<file path="config.mk">
export PLATFORM = sky130hd
export DESIGN_NAME = ifetch_unit_flat
export DESIGN_NICKNAME = d
export VERILOG_FILES = /design/src/rtl/ifetch_if.sv /design/src/rtl/ifetch_unit.sv /design/src/flat_wrapper.sv
export SDC_FILE = /design/constraint.sdc
export NUM_CORES = 1
export LEC_CHECK = 0
export ABC_AREA = 1
export CORE_MARGIN = 1.5
export CORE_UTILIZATION = 50
export DETAILED_ROUTE_END_ITERATION = 10
export PLACE_DENSITY = 0.78
export SLEW_MARGIN = 15
export SYNTH_ARGS = -nofsm -noshare
export SYNTH_HDL_FRONTEND = slang
export SYNTH_SLANG_ARGS = --single-unit
</file>
<file path="constraint.sdc">
create_clock -name clk -period 7.5 [get_ports clk]
set_clock_uncertainty 0.05 [all_clocks]
set_input_delay 1.5 -clock clk [delete_from_list [all_inputs] [get_ports clk]]
set_output_delay 1.5 -clock clk [all_outputs]
set_load 0.02 [all_outputs]
</file>
<file path="src/rtl/ifetch_if.sv">
// Fetch-unit bus bundle: execute redirect, instruction-memory request/response
// channel and the instruction hand-off to decode.
interface ifetch_if;
   logic        redirect;
   logic [31:0] redirect_pc;
   logic        imem_req;
   logic [31:0] imem_addr;
   logic        imem_ready;
   logic        imem_rvalid;
   logic [31:0] imem_rdata;
   logic        inst_valid;
   logic [31:0] inst;
   logic [31:0] inst_pc;
   logic        inst_ready;

   modport master (
      input  redirect, redirect_pc, imem_ready, imem_rvalid, imem_rdata, inst_ready,
      output imem_req, imem_addr, inst_valid, inst, inst_pc
   );

   modport slave (
      output redirect, redirect_pc, imem_ready, imem_rvalid, imem_rdata, inst_ready,
      input  imem_req, imem_addr, inst_valid, inst, inst_pc
   );
endinterface

</file>
<file path="src/rtl/ifetch_unit.sv">
// Instruction fetch: owns the fetch PC, keeps at most one imem read in flight and
// buffers returned words in a 2-entry FIFO for decode; redirects flush everything.
module ifetch_unit #(
   parameter logic [31:0] RESET_PC = 32'h0000_0000
) (
   input  logic     clk,
   input  logic     reset,
   ifetch_if.master bus
);
   logic [31:0] fetch_pc;
   logic [31:0] tag_pc;
   logic        outstanding;
   logic        drop;
   logic [1:0]  count;
   logic [31:0] pc0, pc1, word0, word1;

   logic        inst_vld;
   logic        pop;
   logic        req;
   logic        accept;
   logic        resp;
   logic        push;
   logic        wr_slot;
   logic [2:0]  occ;

   always_comb begin
      inst_vld = !reset && (count != 2'd0);
      pop      = inst_vld && bus.inst_ready;
      occ      = 3'(count) + 3'(outstanding) - 3'(pop);
      // A returning response frees the request slot in the same cycle.
      req      = !reset && !bus.redirect && (!outstanding || bus.imem_rvalid) && (occ < 3'd2);
      accept   = req && bus.imem_ready;
      resp     = outstanding && bus.imem_rvalid;
      push     = resp && !drop && !bus.redirect;
      wr_slot  = (count == 2'd2) || ((count == 2'd1) && !pop);
   end

   always_ff @(posedge clk) begin
      if (reset) begin
         fetch_pc    <= RESET_PC;
         count       <= 2'd0;
         outstanding <= 1'b0;
         drop        <= 1'b0;
      end else if (bus.redirect) begin
         fetch_pc    <= bus.redirect_pc & ~32'd3;
         count       <= 2'd0;
         // An in-flight read that has not returned yet must be thrown away later.
         outstanding <= outstanding && !bus.imem_rvalid;
         drop        <= outstanding && !bus.imem_rvalid;
      end else begin
         if (accept)
            fetch_pc <= fetch_pc + 32'd4;
         outstanding <= accept || (outstanding && !bus.imem_rvalid);
         if (resp)
            drop <= 1'b0;
         count <= count + 2'(push) - 2'(pop);
      end
   end

   always_ff @(posedge clk) begin
      if (accept)
         tag_pc <= fetch_pc;
      if (pop) begin
         pc0   <= pc1;
         word0 <= word1;
      end
      if (push) begin
         if (wr_slot) begin
            pc1   <= tag_pc;
            word1 <= bus.imem_rdata;
         end else begin
            pc0   <= tag_pc;
            word0 <= bus.imem_rdata;
         end
      end
   end

   assign bus.imem_req   = req;
   assign bus.imem_addr  = fetch_pc;
   assign bus.inst_valid = inst_vld;
   assign bus.inst       = inst_vld ? word0 : 32'd0;
   assign bus.inst_pc    = inst_vld ? pc0 : 32'd0;
endmodule

</file>
<file path="src/flat_wrapper.sv">
// flat-port wrapper written by rule: the top's interface ports become plain ports
module ifetch_unit_flat 
#(
   parameter logic [31:0] RESET_PC = 32'h0000_0000
)
  (clk, reset, bus_redirect, bus_redirect_pc, bus_imem_ready, bus_imem_rvalid, bus_imem_rdata, bus_inst_ready, bus_imem_req, bus_imem_addr, bus_inst_valid, bus_inst, bus_inst_pc);
  ifetch_if bus_i ();
  input  logic clk;
  input  logic reset;
  input wire logic [$bits(bus_i.redirect)-1:0] bus_redirect;
  input wire logic [$bits(bus_i.redirect_pc)-1:0] bus_redirect_pc;
  input wire logic [$bits(bus_i.imem_ready)-1:0] bus_imem_ready;
  input wire logic [$bits(bus_i.imem_rvalid)-1:0] bus_imem_rvalid;
  input wire logic [$bits(bus_i.imem_rdata)-1:0] bus_imem_rdata;
  input wire logic [$bits(bus_i.inst_ready)-1:0] bus_inst_ready;
  output wire logic [$bits(bus_i.imem_req)-1:0] bus_imem_req;
  output wire logic [$bits(bus_i.imem_addr)-1:0] bus_imem_addr;
  output wire logic [$bits(bus_i.inst_valid)-1:0] bus_inst_valid;
  output wire logic [$bits(bus_i.inst)-1:0] bus_inst;
  output wire logic [$bits(bus_i.inst_pc)-1:0] bus_inst_pc;
  assign bus_i.redirect = bus_redirect;
  assign bus_i.redirect_pc = bus_redirect_pc;
  assign bus_i.imem_ready = bus_imem_ready;
  assign bus_i.imem_rvalid = bus_imem_rvalid;
  assign bus_i.imem_rdata = bus_imem_rdata;
  assign bus_i.inst_ready = bus_inst_ready;
  assign bus_imem_req = bus_i.imem_req;
  assign bus_imem_addr = bus_i.imem_addr;
  assign bus_inst_valid = bus_i.inst_valid;
  assign bus_inst = bus_i.inst;
  assign bus_inst_pc = bus_i.inst_pc;
  ifetch_unit #(.RESET_PC(RESET_PC)) u_core (.clk(clk), .reset(reset), .bus(bus_i));
endmodule
</file>
* Word level (Yosys, flattened, before mapping) *
Index checks and enable logic that the tools add are counted.

word-level totals
  output and inout bits = 98
  logic and storage cells = 56
  input bits = 70
  register bits after elaboration = 196

operators by class
  add/subtract/negate cells = 5
  eq/ne operators = 2
  reductions and logical operators = 25
  multiplexer cells = 13
  order comparisons = 1

operators with widths
  kind                                                 number
  2-to-1 mux 32 bit                                    10
  adder 32 x 3 -> 32 bit, second input constant        1
  logical AND 1 bit                                    11
  zero test 1 bit                                      6
  nonzero test 2 bit                                   3
  adder 2 x 1 -> 3 bit                                 1
  logical OR 1 bit                                     3
  < comparator 3 x 2 -> 1 bit, second input constant   1
  2-to-1 mux 1 bit                                     3
  subtractor 3 x 1 -> 3 bit                            1
  adder 2 x 1 -> 2 bit                                 1
  equality test 2 x 1 -> 1 bit, second input constant  1
  equality test 2 bit, second input constant           1
  AND reduction 2 bit                                  1
  OR reduction 2 bit                                   1
  subtractor 2 x 1 -> 2 bit                            1

* Logic depth before layout (Yosys ltp) *
Gate-level depths: netlist of run 1.

  word-level depth = 9
  gate-level depth with buffers = 19

* Worst setup path before layout of run 1 *
No wires, ideal clock.

  path kind = input to register
  start point = in bus_redirect
  end point = reg u_core.pc1[10], enable pin
  library setup time = 0.502 ns
  path slack = 1.977 ns
  buffers on the path = 1
  required time = 6.948 ns
  stages on the path = 4
  arrival = 4.971 ns
  cell sequence = buf_2 -> nor2_1 -> nand2_1 -> a21oi_1

on the way
  longest elaborated chain between the ends = 3

RTL lines
  element                        RTL line            RTL
  start: declaration             flat_wrapper.sv:10  input wire logic [$bits(bus_i.redirect)-1:0] bus_redirect;
  zero test 1 bit                ifetch_unit.sv:34   push = resp && !drop && !bus.redirect;
  logical AND 1 bit              ifetch_unit.sv:34
  AND reduction 2 bit (no line)  --
  end signal: assignment         ifetch_unit.sv:69   pc1 <= tag_pc;
  end: declaration               ifetch_unit.sv:15   logic [31:0] pc0, pc1, word0, word1;

No other way between the ends.
A chain may end at the register's enable or synchronous reset.

* Worst setup path after layout of run 1 *
  start point = in reset
  end point = out bus_imem_req

on the way
  longest elaborated chain between the ends = 6
  elaborated cells between the ends (all ways) = 8

RTL lines
  element                      RTL line                              RTL
  start: declaration           flat_wrapper.sv:9                     input logic reset;
  zero test 1 bit (*)          ifetch_unit.sv:27, ifetch_unit.sv:31
  logical AND 1 bit            ifetch_unit.sv:27                     inst_vld = !reset && (count != 2'd0);
  logical AND 1 bit            ifetch_unit.sv:28                     pop = inst_vld && bus.inst_ready;
  subtractor 3 x 1 -> 3 bit    ifetch_unit.sv:29                     occ = 3'(count) + 3'(outstanding) - 3'(pop);
  < comparator 3 x 2 -> 1 bit  ifetch_unit.sv:31                     req = !reset && !bus.redirect && (!outstanding || bus.imem_rvalid) && (occ < 3'd2);
  logical AND 1 bit (*)        ifetch_unit.sv:31
  end: declaration             flat_wrapper.sv:16                    output wire logic [$bits(bus_i.imem_req)-1:0] bus_imem_req;

Mark *: on every way between the ends. The rest lies on a longest branch, timed or not.

==> qor.csv, run 1 <==
stage,metric,value,unit
global_route,grt_pass1_wl,29700,um
synth,ys.flop_type,dfxtp_1,
power_and_ir_drop,p_leak,4.34,nW
timing,finalMaxSlewViolations,0,
clock_network,cts_tree,built,
worst_setup_path,path_cells,clkdlybuf4s50_1 -> buf_4 -> a21oi_4 -> nand2_4 -> inv_2 -> nand2_1 -> nand3_1 -> fa_1 -> nand2_1 -> nand3_1 -> nor2_1 -> clkdlybuf4s50_1,
worst_setup_path,slowest_stage,clkdlybuf4s50_1,
clock_network,insertion_delay,0.42,ns
timing,fin_crit_sh,0.746,
floorplanning,die_w,134,um
clock_network,cts_root_buf,clkbuf_16,
job,max-cap-violations,0,
worst_setup_path,critPathLaunchType,input pin,
placed_design,dp_hpwl,12100,um
synth,synthSimpleGateAreaFrac,0.229,
synth,synth_top_family_by_area,simple AND/OR/NAND/NOR gates,
synth,mappedNetlistArea,8560,um2
synth,synth-seq-cells,190,
worst_setup_path,crit_type,input pin to primary output,
power_and_ir_drop,ir_worst_vdd,0.000178,V
floorplanning,num_rows,47,
clock_network,post_cts_resized,0,
synth,synth_edf_count,92,
floorplanning,core_area,16600,um2
worst_setup_path,path_max_fanout,28,
global_route,track_usage,0.207,
timing,finalSetupTns,0,ns
global_route,grt_pass1_vias,6119,
timing,report.final.setup_viol,0,
floorplanning,start_util,0.514,
synth,synthArstFlopShare,0,
clock_network,clkTransAtPathRegs,0.06,ns
timing,hold_viol,0,
clock_network,cts_hold_buf,0,
synth,synth-compound-area-share,0.110,
global_route,overflow,0,
floorplanning,die-area,17900,um2
synth,syn_inst,1017,
synth,yosysSeqAreaShare,0.552,
placed_design,place_area,10200,um2
finish,design_area,10800,um2
route,drt_first_pass_iters,5,
timing,fmax,179,MHz
finish,final_core_util,0.648,
power_and_ir_drop,power,2.47,mW
timing,grt_setup_unrepaired,no,
synth,avgSynthCellArea,8.42,um2
finish,n_antenna_cell,0,
placed_design,portBuffers,163,
route,wl_met3,1010,um
placed_design,place_congestion,0.840,
clock_network,postCtsSetupBuffers,0,
timing,fin_crit,5.60,ns
route,viasPerCell,4.81,
worst_setup_path,cp.required,5.95,ns
synth,ys_types,38,
route,drcViolationCount,0,
global_route,antenna_found_initial,0,
finish,drive_gt1_frac,0.0759,
clock_network,cts.sinks,190,
clock_network,cts_made_buffers,17,
route,vias,6703,
timing,hold_slack,0.402,ns
finish,final_common_cell,nand2_1,
route,drt.antenna.violating_nets,0,
floorplanning,die_h,134,um
floorplanning,io_pins,168,
synth,synthAdderAreaFrac,0.00672,
finish,syn2layout_area_growth,26.1,%
worst_setup_path,max_stage_delay,0.60,ns
synth,muxShareOfSynthArea,0.00117,
worst_hold_path,hold_class,flop to flop,
timing,slew_headroom,0.265,
route,wl_met1,8450,um
route,highest_layer,met4,
timing,tightest_slew,1.10,ns
power_and_ir_drop,powerDensity,229,nW/um2
route,wl_per_cell,13.0,um
finish,final_cell_mix,"nand2_1, clkdlybuf4s50_1, nor2_1",
worst_setup_path,end_kind,primary output,
outcome,outcome,"finished, final reports clean",
route,wl,18200,um
route,dr_wl_met2,8440,um
worst_setup_path,arrival,4.05,ns
synth,synth-warning-count,0,
synth,synth-xor-area-share,0.00921,
finish,finalNetCount,1234,
clock_network,clk_path_buf_depth,2,
route,drtIter0Drc,347,
clock_network,htree_levels,4,
global_route,grt_max_degree,125,
## through the flow
stage	setup WS [ns]	cells
after floorplan	1.98	1018
after global placement	1.93	1361
after detailed placement	1.91	1361
after CTS	1.90	1393
after global routing	1.73	1393
final	1.90	1393
## cell type report
class,count,area [um2]
Tap cell,220,275
Sequential cell,190,4720
Multi-Input combinational cell,655,3070
Fill cell,1430,5850
Inverter,125,469
Clock buffer,20,447
Clock inverter,12,114
Timing Repair Buffer,171,1690
## cells by family (layout without fill, tap and decap cells)
group                      Yosys count  in the layout
AOI/OAI and AO/OA                  166            166
and+or+nand+nor                    473            473
adders and majority gates            4              4
muxes                                1              1
buffers and inverters              173            328
other                                1              2
DFF                                190            190
xor gates and xnor gates             9              9
## registers in the layout (all words and copies together) (netlist names)
register	flops
u_core.pc0	32
u_core.word0	32
u_core.word1	32
u_core.bus.imem_addr	30
u_core.pc1	30
u_core.tag_pc	30
u_core.count	2
u_core.drop	1
u_core.outstanding	1
## routing by layer
layer / vias up / track usage
li1: 3540 / -
met1: 2950 / 0.286
met2: 195 / 0.331
met3: 18 / 0.0420
met4: 0 / 0.0640
met5: - / 0
## worst max-delay path: cells and delay by family
kind | cells | cell delay [ns]
AO/OA/AOI/OAI | 1 | 0.08
adder cells (fa/ha/maj) | 1 | 0.40
buffers and inverters | 4 | 1.44
AND/OR/NAND/NOR | 6 | 0.60
## power breakdown
| group | internal (mW) | switching (mW) | total, mW |
|---|---|---|---|
| logic | 0.172 | 0.195 | 0.368 |
| clock network | 0.469 | 0.376 | 0.844 |
| registers | 1.21 | 0.0476 | 1.26 |
## final timing paths
| path | start | endpoint | slack, ns | depth (start not counted) |
|---|---|---|---|---|
| worst min-delay path | u_core.tag_pc[13] | u_core.pc1[13] | 0.40 | 0 |
| worst max register to register | u_core.count[1] | u_core.bus.imem_addr[10] | 3.97 | 15 |
| worst min register to register | u_core.tag_pc[13] | u_core.pc1[13] | 0.40 | 0 |
| worst max-delay path | reset | bus_imem_req | 1.90 | 12 |
## synth_stat cells (6+ instances only)
library cell | number | area share
nand2_2 | 20 | 0.015
nor2_1 | 123 | 0.054
dfxtp_1 | 98 | 0.23
nand2_1 | 260 | 0.11
buf_6 | 7 | 0.0092
clkbuf_1 | 20 | 0.0088
o21ai_0 | 56 | 0.033
a21oi_1 | 24 | 0.014
inv_1 | 120 | 0.053
edfxtp_1 | 92 | 0.32
nand3_1 | 60 | 0.035
o21bai_1 | 6 | 0.0053
o21ai_1 | 54 | 0.032
o21ai_2 | 19 | 0.019
buf_2 | 11 | 0.0064
Note: power is estimated with default switching activity, not from simulation.
==> run 2: changes to the inputs <==
==> constraint.sdc (replaced) <==
create_clock -name clk -period 5.77 [get_ports clk]
set_clock_uncertainty 0.05 [all_clocks]
set_input_delay 1.154 -clock clk [delete_from_list [all_inputs] [get_ports clk]]
set_output_delay 1.154 -clock clk [all_outputs]
set_load 0.02 [all_outputs]
==> qor.csv, run 2 (synthesized netlist as in run 1, its figures left out) <==
stage,metric,value,unit,change
global_route,grt_max_degree,125,,unchanged
outcome,outcome,"finished, final reports clean",,
clock_network,clk_path_buf_depth,2,,unchanged
clock_network,cts.sinks,190,,unchanged
timing,hold_viol,0,,unchanged
finish,finalNetCount,1235,,+0.081%
worst_hold_path,hold_class,flop to flop,,
worst_setup_path,slowest_stage,clkdlybuf4s50_1,,
placed_design,portBuffers,163,,unchanged
job,max-cap-violations,0,,unchanged
route,vias,6757,,+0.81%
timing,finalSetupTns,0,ns,unchanged
worst_setup_path,path_max_fanout,28,,unchanged
route,viasPerCell,4.85,,+0.73%
timing,fin_crit_sh,0.836,,
worst_setup_path,arrival,3.62,ns,-0.43 ns
timing,report.final.setup_viol,0,,unchanged
worst_hold_path,holdPathStages,0,,unchanged
power_and_ir_drop,p_sw,0.805,mW,+30%
worst_setup_path,rrSetupSlack,2.70,ns,-1.27 ns
route,wl_per_cell,12.9,um,-1.0%
finish,syn2layout_area_growth,26.4,%,
timing,slew_headroom,0.420,,+0.155
finish,final_core_util,0.650,,+0.00165
finish,final_cell_mix,"nand2_1, clkdlybuf4s50_1, nor2_1",,
power_and_ir_drop,powerDensity,301,nW/um2,+31%
finish,n_antenna_cell,0,,unchanged
global_route,antenna_found_initial,0,,unchanged
route,drt.antenna.violating_nets,0,,unchanged
floorplanning,io_pins,168,,unchanged
clock_network,cts_tree,built,,
power_and_ir_drop,ir_worst_vdd,0.000187,V,+4.7%
clock_network,cts_root_buf,clkbuf_16,,
floorplanning,num_rows,47,,unchanged
power_and_ir_drop,p_leak,4.34,nW,about the same
worst_setup_path,r2r-start,u_core.count[1],,
worst_setup_path,cp.required,4.57,ns,-1.38 ns
clock_network,insertion_delay,0.41,ns,about the same
timing,grt_setup_unrepaired,no,,
placed_design,dp_hpwl,11900,um,-1.4%
global_route,grt_pass1_wl,29400,um,-0.86%
worst_setup_path,worstRegToRegCells,17,,+2
global_route,overflow,0,,unchanged
worst_setup_path,max_stage_delay,0.61,ns,about the same
worst_setup_path,cp_top_family,buffers and inverters,,
timing,tightest_slew,0.870,ns,-0.233 ns
floorplanning,die_h,134,um,unchanged
timing,fmax,207,MHz,
finish,reg.largest.list,"u_core.pc0 (32), u_core.word0 (32), u_core.word1 (32)",,
clock_network,cts_made_buffers,17,,unchanged
route,wl,18000,um,-0.94%
floorplanning,die_w,134,um,unchanged
clock_network,htree_levels,4,,unchanged
power_and_ir_drop,switching_share,0.248,,-0.00252
placed_design,place_congestion,0.837,,-0.31%
timing,finalMaxSlewViolations,0,,unchanged
finish,drive_gt1_frac,0.0750,,-0.000916
clock_network,post_cts_resized,0,,unchanged
route,drcViolationCount,0,,unchanged
global_route,track_usage,0.207,,-0.000818
worst_setup_path,r2r-end,u_core.bus.imem_addr[11],,
worst_setup_path,end_kind,primary output,,
global_route,grt_pass1_vias,6074,,-0.74%
floorplanning,start_util,0.514,,unchanged
worst_hold_path,holdPathEnd,u_core.pc1[16],,
worst_hold_path,min-delay-start,u_core.tag_pc[16],,
power_and_ir_drop,internal_power,2.45,mW,+32%
clock_network,postCtsSetupBuffers,0,,unchanged
worst_setup_path,critPathLaunchType,input pin,,
floorplanning,die-area,17900,um2,unchanged
worst_setup_path,path_cells,clkdlybuf4s50_1 -> a21oi_4 -> nand2_4 -> inv_2 -> nand2_1 -> nand3_1 -> fa_1 -> nand2_1 -> nand3_1 -> nor2_1 -> clkdlybuf4s50_1,,
power_and_ir_drop,clkPwrFrac,0.345,,+0.004
floorplanning,core_area,16600,um2,unchanged
worst_setup_path,crit_type,input pin to primary output,,
power_and_ir_drop,power_frac_comb,0.150,,about the same
power_and_ir_drop,power_frac_seq,0.505,,-0.005
route,drt_first_pass_iters,7,,+2
finish,final_common_cell,nand2_1,,
timing,fin_crit,4.82,ns,
clock_network,cts_hold_buf,0,,unchanged
finish,fillers,1445,,+1.0%
route,drtIter0Drc,386,,+11%
worst_setup_path,crit_buf_inv,3,,-1
clock_network,clkTransAtPathRegs,0.06,ns,about the same
[run 2: changes by cell type in the layout (fill, tap and decap cells not counted)]
cell	change
clkinv_4	-5
bufinv_16	+1
inv_6	-1
buf_12	+1
clkinv_1	+2
clkinvlp_4	+3
[run 2: worst max path at each step]
stage,cells after the start,to,slack [ns],startpoint
CTS,11,bus_imem_req,0.92,reset
finish,11,bus_imem_req,0.95,reset
global placement,11,bus_imem_req,0.95,reset
floorplan,4,u_core.pc1[10],0.59,bus_redirect
detailed placement,11,bus_imem_req,0.91,reset
global route,11,bus_imem_req,0.78,reset
[run 2: worst reg2reg max path, cell delays in order, from the launching register on]
cell,delay [ns]
dfxtp_1,0.43
inv_2,0.11
a21oi_4,0.22
nand2_4,0.22
inv_2,0.17
nand2_1,0.06
nand3_1,0.08
fa_1,0.43
o21ai_2,0.12
inv_1,0.07
nand3_1,0.08
buf_4,0.27
nand2_1,0.27
inv_2,0.22
nand2_1,0.07
nand3_1,0.07
nand2_1,0.05
inv_1,0.05
[run 2: per-layer routing]
layer,track usage,wire length (um),share of wire
met1,0.289,8530,0.47
met3,0.0344,855,0.048
met5,0,0,0
met2,0.330,8390,0.47
met4,0.0652,208,0.012
[run 2: area by class of cell]
type | instances | area, um2 | share of cell area
sequential | 190 | 4720 | 0.437
multi-input combinational | 655 | 3070 | 0.284
timing repair buffer | 172 | 1710 | 0.158
inverter | 125 | 469 | 0.0434
clock buffer | 20 | 447 | 0.0413
tap | 220 | 275 | 0.0254
clock inverter | 12 | 121 | 0.0112
[run 2: per-stage QoR]
step           cell area (um2)  instances  power, mW  worst slack [ns]  hold WS (ns)
6_report                 10800       1394       3.25             0.947         0.399
5_1_grt                  10800       1394       3.42             0.779         0.414
4_1_cts                  10800       1394       3.28             0.922         0.402
3_5_place_dp             10300       1362       2.16             0.906         0.385
3_3_place_gp             10300       1362       2.14             0.955         0.381
2_1_floorplan             8560       1018       2.00             0.593         0.377
[run 2: power groups by stage]
| stage | clock network, mW | logic (mW) | registers [mW] |
|---|---|---|---|
| after floorplan | 0 | 0.332 | 1.67 |
| after global placement | 0 | 0.478 | 1.66 |
| after detailed placement | 0 | 0.489 | 1.67 |
| after CTS | 1.15 | 0.494 | 1.64 |
| after global routing | 1.20 | 0.567 | 1.66 |
| final | 1.12 | 0.489 | 1.64 |
==> run 3: changes to the inputs <==
==> constraint.sdc (replaced) <==
create_clock -name clk -period 4.82 [get_ports clk]
set_clock_uncertainty 0.05 [all_clocks]
set_input_delay 0.964 -clock clk [delete_from_list [all_inputs] [get_ports clk]]
set_output_delay 0.964 -clock clk [all_outputs]
set_load 0.02 [all_outputs]
==> qor.csv, run 3 (synthesized netlist as in run 1, its figures left out) <==
stage,metric,value,unit,change
worst_setup_path,path_max_fanout,4,,-86%
worst_setup_path,worstRegToRegCells,7,,-10
clock_network,cts_hold_buf,0,,unchanged
worst_setup_path,r2r-start,u_core.count[1],,
placed_design,place_congestion,0.852,,+1.8%
timing,hold_slack,0.406,ns,+0.00690 ns
route,drt_first_pass_iters,4,,-3
finish,syn2layout_area_growth,26.7,%,
floorplanning,io_pins,168,,unchanged
timing,fin_crit_sh,0.884,,
worst_setup_path,critPathLaunchType,input pin,,
floorplanning,die_w,134,um,unchanged
power_and_ir_drop,p_sw,0.956,mW,+19%
route,wl,18200,um,+1.2%
power_and_ir_drop,powerDensity,360,nW/um2,+20%
finish,drive_gt1_frac,0.0757,,+0.000723
route,vias,6731,,-0.38%
worst_setup_path,crit_type,input pin to primary output,,
global_route,grt_max_degree,126,,+0.80%
power_and_ir_drop,power,3.90,mW,+20%
clock_network,clkTransAtPathRegs,0.06,ns,about the same
outcome,outcome,"finished, final reports clean",,
route,viasPerCell,4.82,,-0.53%
floorplanning,start_util,0.514,,unchanged
finish,final_common_cell,nand2_1,,
finish,reg.largest.list,"u_core.pc0 (32), u_core.word0 (32), u_core.word1 (32)",,
global_route,grt_pass1_wl,29500,um,+0.19%
worst_setup_path,slowest_stage,clkdlybuf4s50_1,,
global_route,track_usage,0.206,,about the same
timing,fmax,235,MHz,
floorplanning,die_h,134,um,unchanged
timing,slew_headroom,0.264,,-0.155
global_route,use_met3,0.0401,,+0.00567
power_and_ir_drop,clkPwrFrac,0.349,,+0.004
timing,finalMaxSlewViolations,0,,unchanged
timing,grt_setup_unrepaired,no,,
clock_network,cts_made_buffers,17,,unchanged
global_route,antenna_found_initial,0,,unchanged
floorplanning,core_area,16600,um2,unchanged
finish,final_cell_mix,"nand2_1, clkdlybuf4s50_1, nor2_1",,
worst_setup_path,r2r-end,u_core.pc1[23],,
worst_setup_path,rrSetupSlack,1.77,ns,-0.93 ns
global_route,grt_use_met1,0.286,,-0.00351
placed_design,portBuffers,163,,unchanged
global_route,grt_pass1_vias,6092,,+0.30%
worst_hold_path,hold_class,flop to flop,,
finish,n_antenna_cell,0,,unchanged
clock_network,cts_root_buf,clkbuf_16,,
timing,fin_crit,4.26,ns,
power_and_ir_drop,power_frac_comb,0.148,,-0.002
worst_setup_path,arrival,3.24,ns,-0.38 ns
worst_setup_path,path_cells,clkdlybuf4s50_1 -> a21oi_4 -> nand2_4 -> nand2_1 -> nand3_1 -> fa_1 -> nand2_1 -> nand3_1 -> nor2_1 -> clkdlybuf4s50_1,,
power_and_ir_drop,switching_share,0.245,,-0.00267
global_route,met2_usage,0.331,,+0.00143
power_and_ir_drop,internal_power,2.95,mW,+20%
route,drt.antenna.violating_nets,0,,unchanged
clock_network,cts.sinks,190,,unchanged
worst_setup_path,max_stage_delay,0.60,ns,about the same
global_route,gr-max-usage-layer,met2,,
clock_network,post_cts_resized,0,,unchanged
power_and_ir_drop,power_frac_seq,0.503,,-0.002
clock_network,cts_tree,built,,
finish,finalNetCount,1237,,+0.16%
clock_network,postCtsSetupBuffers,0,,unchanged
timing,tightest_slew,1.10,ns,+0.233 ns
placed_design,place_area,10300,um2,+0.15%
floorplanning,die-area,17900,um2,unchanged
route,wl_per_cell,13.0,um,+1.0%
timing,report.final.setup_viol,0,,unchanged
global_route,overflow,0,,unchanged
worst_setup_path,crit_end,bus_imem_req,,
route,drcViolationCount,0,,unchanged
job,max-cap-violations,0,,unchanged
worst_setup_path,cp.required,3.81,ns,-0.76 ns
worst_setup_path,end_kind,primary output,,
floorplanning,num_rows,47,,unchanged
route,drtIter0Drc,371,,-3.9%
clock_network,clk_path_buf_depth,2,,unchanged
power_and_ir_drop,p_leak,4.36,nW,+0.36%
placed_design,dp_hpwl,12300,um,+3.0%
finish,design_area,10800,um2,+0.22%
timing,finalSetupTns,0,ns,unchanged
clock_network,htree_levels,4,,unchanged
power_and_ir_drop,ir_worst_vdd,0.000267,V,+43%
timing,hold_viol,0,,unchanged
worst_setup_path,crit_start,reset,,
clock_network,insertion_delay,0.42,ns,about the same
[run 3: changes by cell type in the layout (fill, tap and decap cells not counted)]
cell        previous run  this run
buf_4                  8        10
clkinv_2               3         1
clkbuf_1               2         3
inv_6                  0         1
clkbuf_8               1         2
clkinvlp_4             4         3
[run 3: critical path, delay by kind of cell]
| kind | cells | cell delay (ns) |
|---|---|---|
| AOI/OAI and AO/OA | 1 | 0.20 |
| adders and majority gates | 1 | 0.41 |
| buffers and inverters | 2 | 1.08 |
| and+or+nand+nor | 6 | 0.59 |
[run 3: through the flow]
stage                     instances  setup WS [ns]   util
after global placement         1364          0.585  0.617
after detailed placement       1364          0.559  0.617
after global routing           1396          0.437  0.652
after CTS                      1396          0.557  0.652
after floorplan                1018          0.866      -
final                          1396          0.561  0.652
[run 3: worst min-delay path by stage]
stage | from | to | slack, ns | cells after the start
6_report | u_core.pc0[1] | u_core.pc0[1] | 0.41 | 2
5_1_grt | u_core.tag_pc[23] | u_core.pc1[23] | 0.42 | 0
4_1_cts | u_core.pc0[1] | u_core.pc0[1] | 0.41 | 2
3_3_place_gp | u_core.tag_pc[14] | u_core.pc1[14] | 0.38 | 0
3_5_place_dp | u_core.tag_pc[21] | u_core.pc1[21] | 0.38 | 0
2_1_floorplan | u_core.tag_pc[13] | u_core.pc1[13] | 0.38 | 0
[run 3: layout make-up]
type / instances / area, um2
clock buffer: 22 / 464
clock inverter: 10 / 113
fill: 1414 / 5800
inverter: 125 / 469
multi-input combinational: 655 / 3070
sequential: 190 / 4720
tap: 220 / 275
timing repair buffer: 174 / 1730
[run 3: power groups by stage]
stage / Combinational [mW] / Sequential [mW] / Clock [mW]
CTS: 0.582 / 1.96 / 1.39
global route: 0.664 / 1.98 / 1.46
detailed placement: 0.577 / 2.00 / 0
floorplan: 0.398 / 2.00 / 0
global placement: 0.561 / 1.99 / 0
finish: 0.578 / 1.96 / 1.36
[run 3: layer usage]
| metal | up-vias | wire length [um] |
|---|---|---|
| met3 | 15 | 942 |
| li1 | 3542 | - |
| met1 | 2962 | 8450 |
| met5 | - | 0 |
| met4 | 0 | 205 |
| met2 | 212 | 8600 |
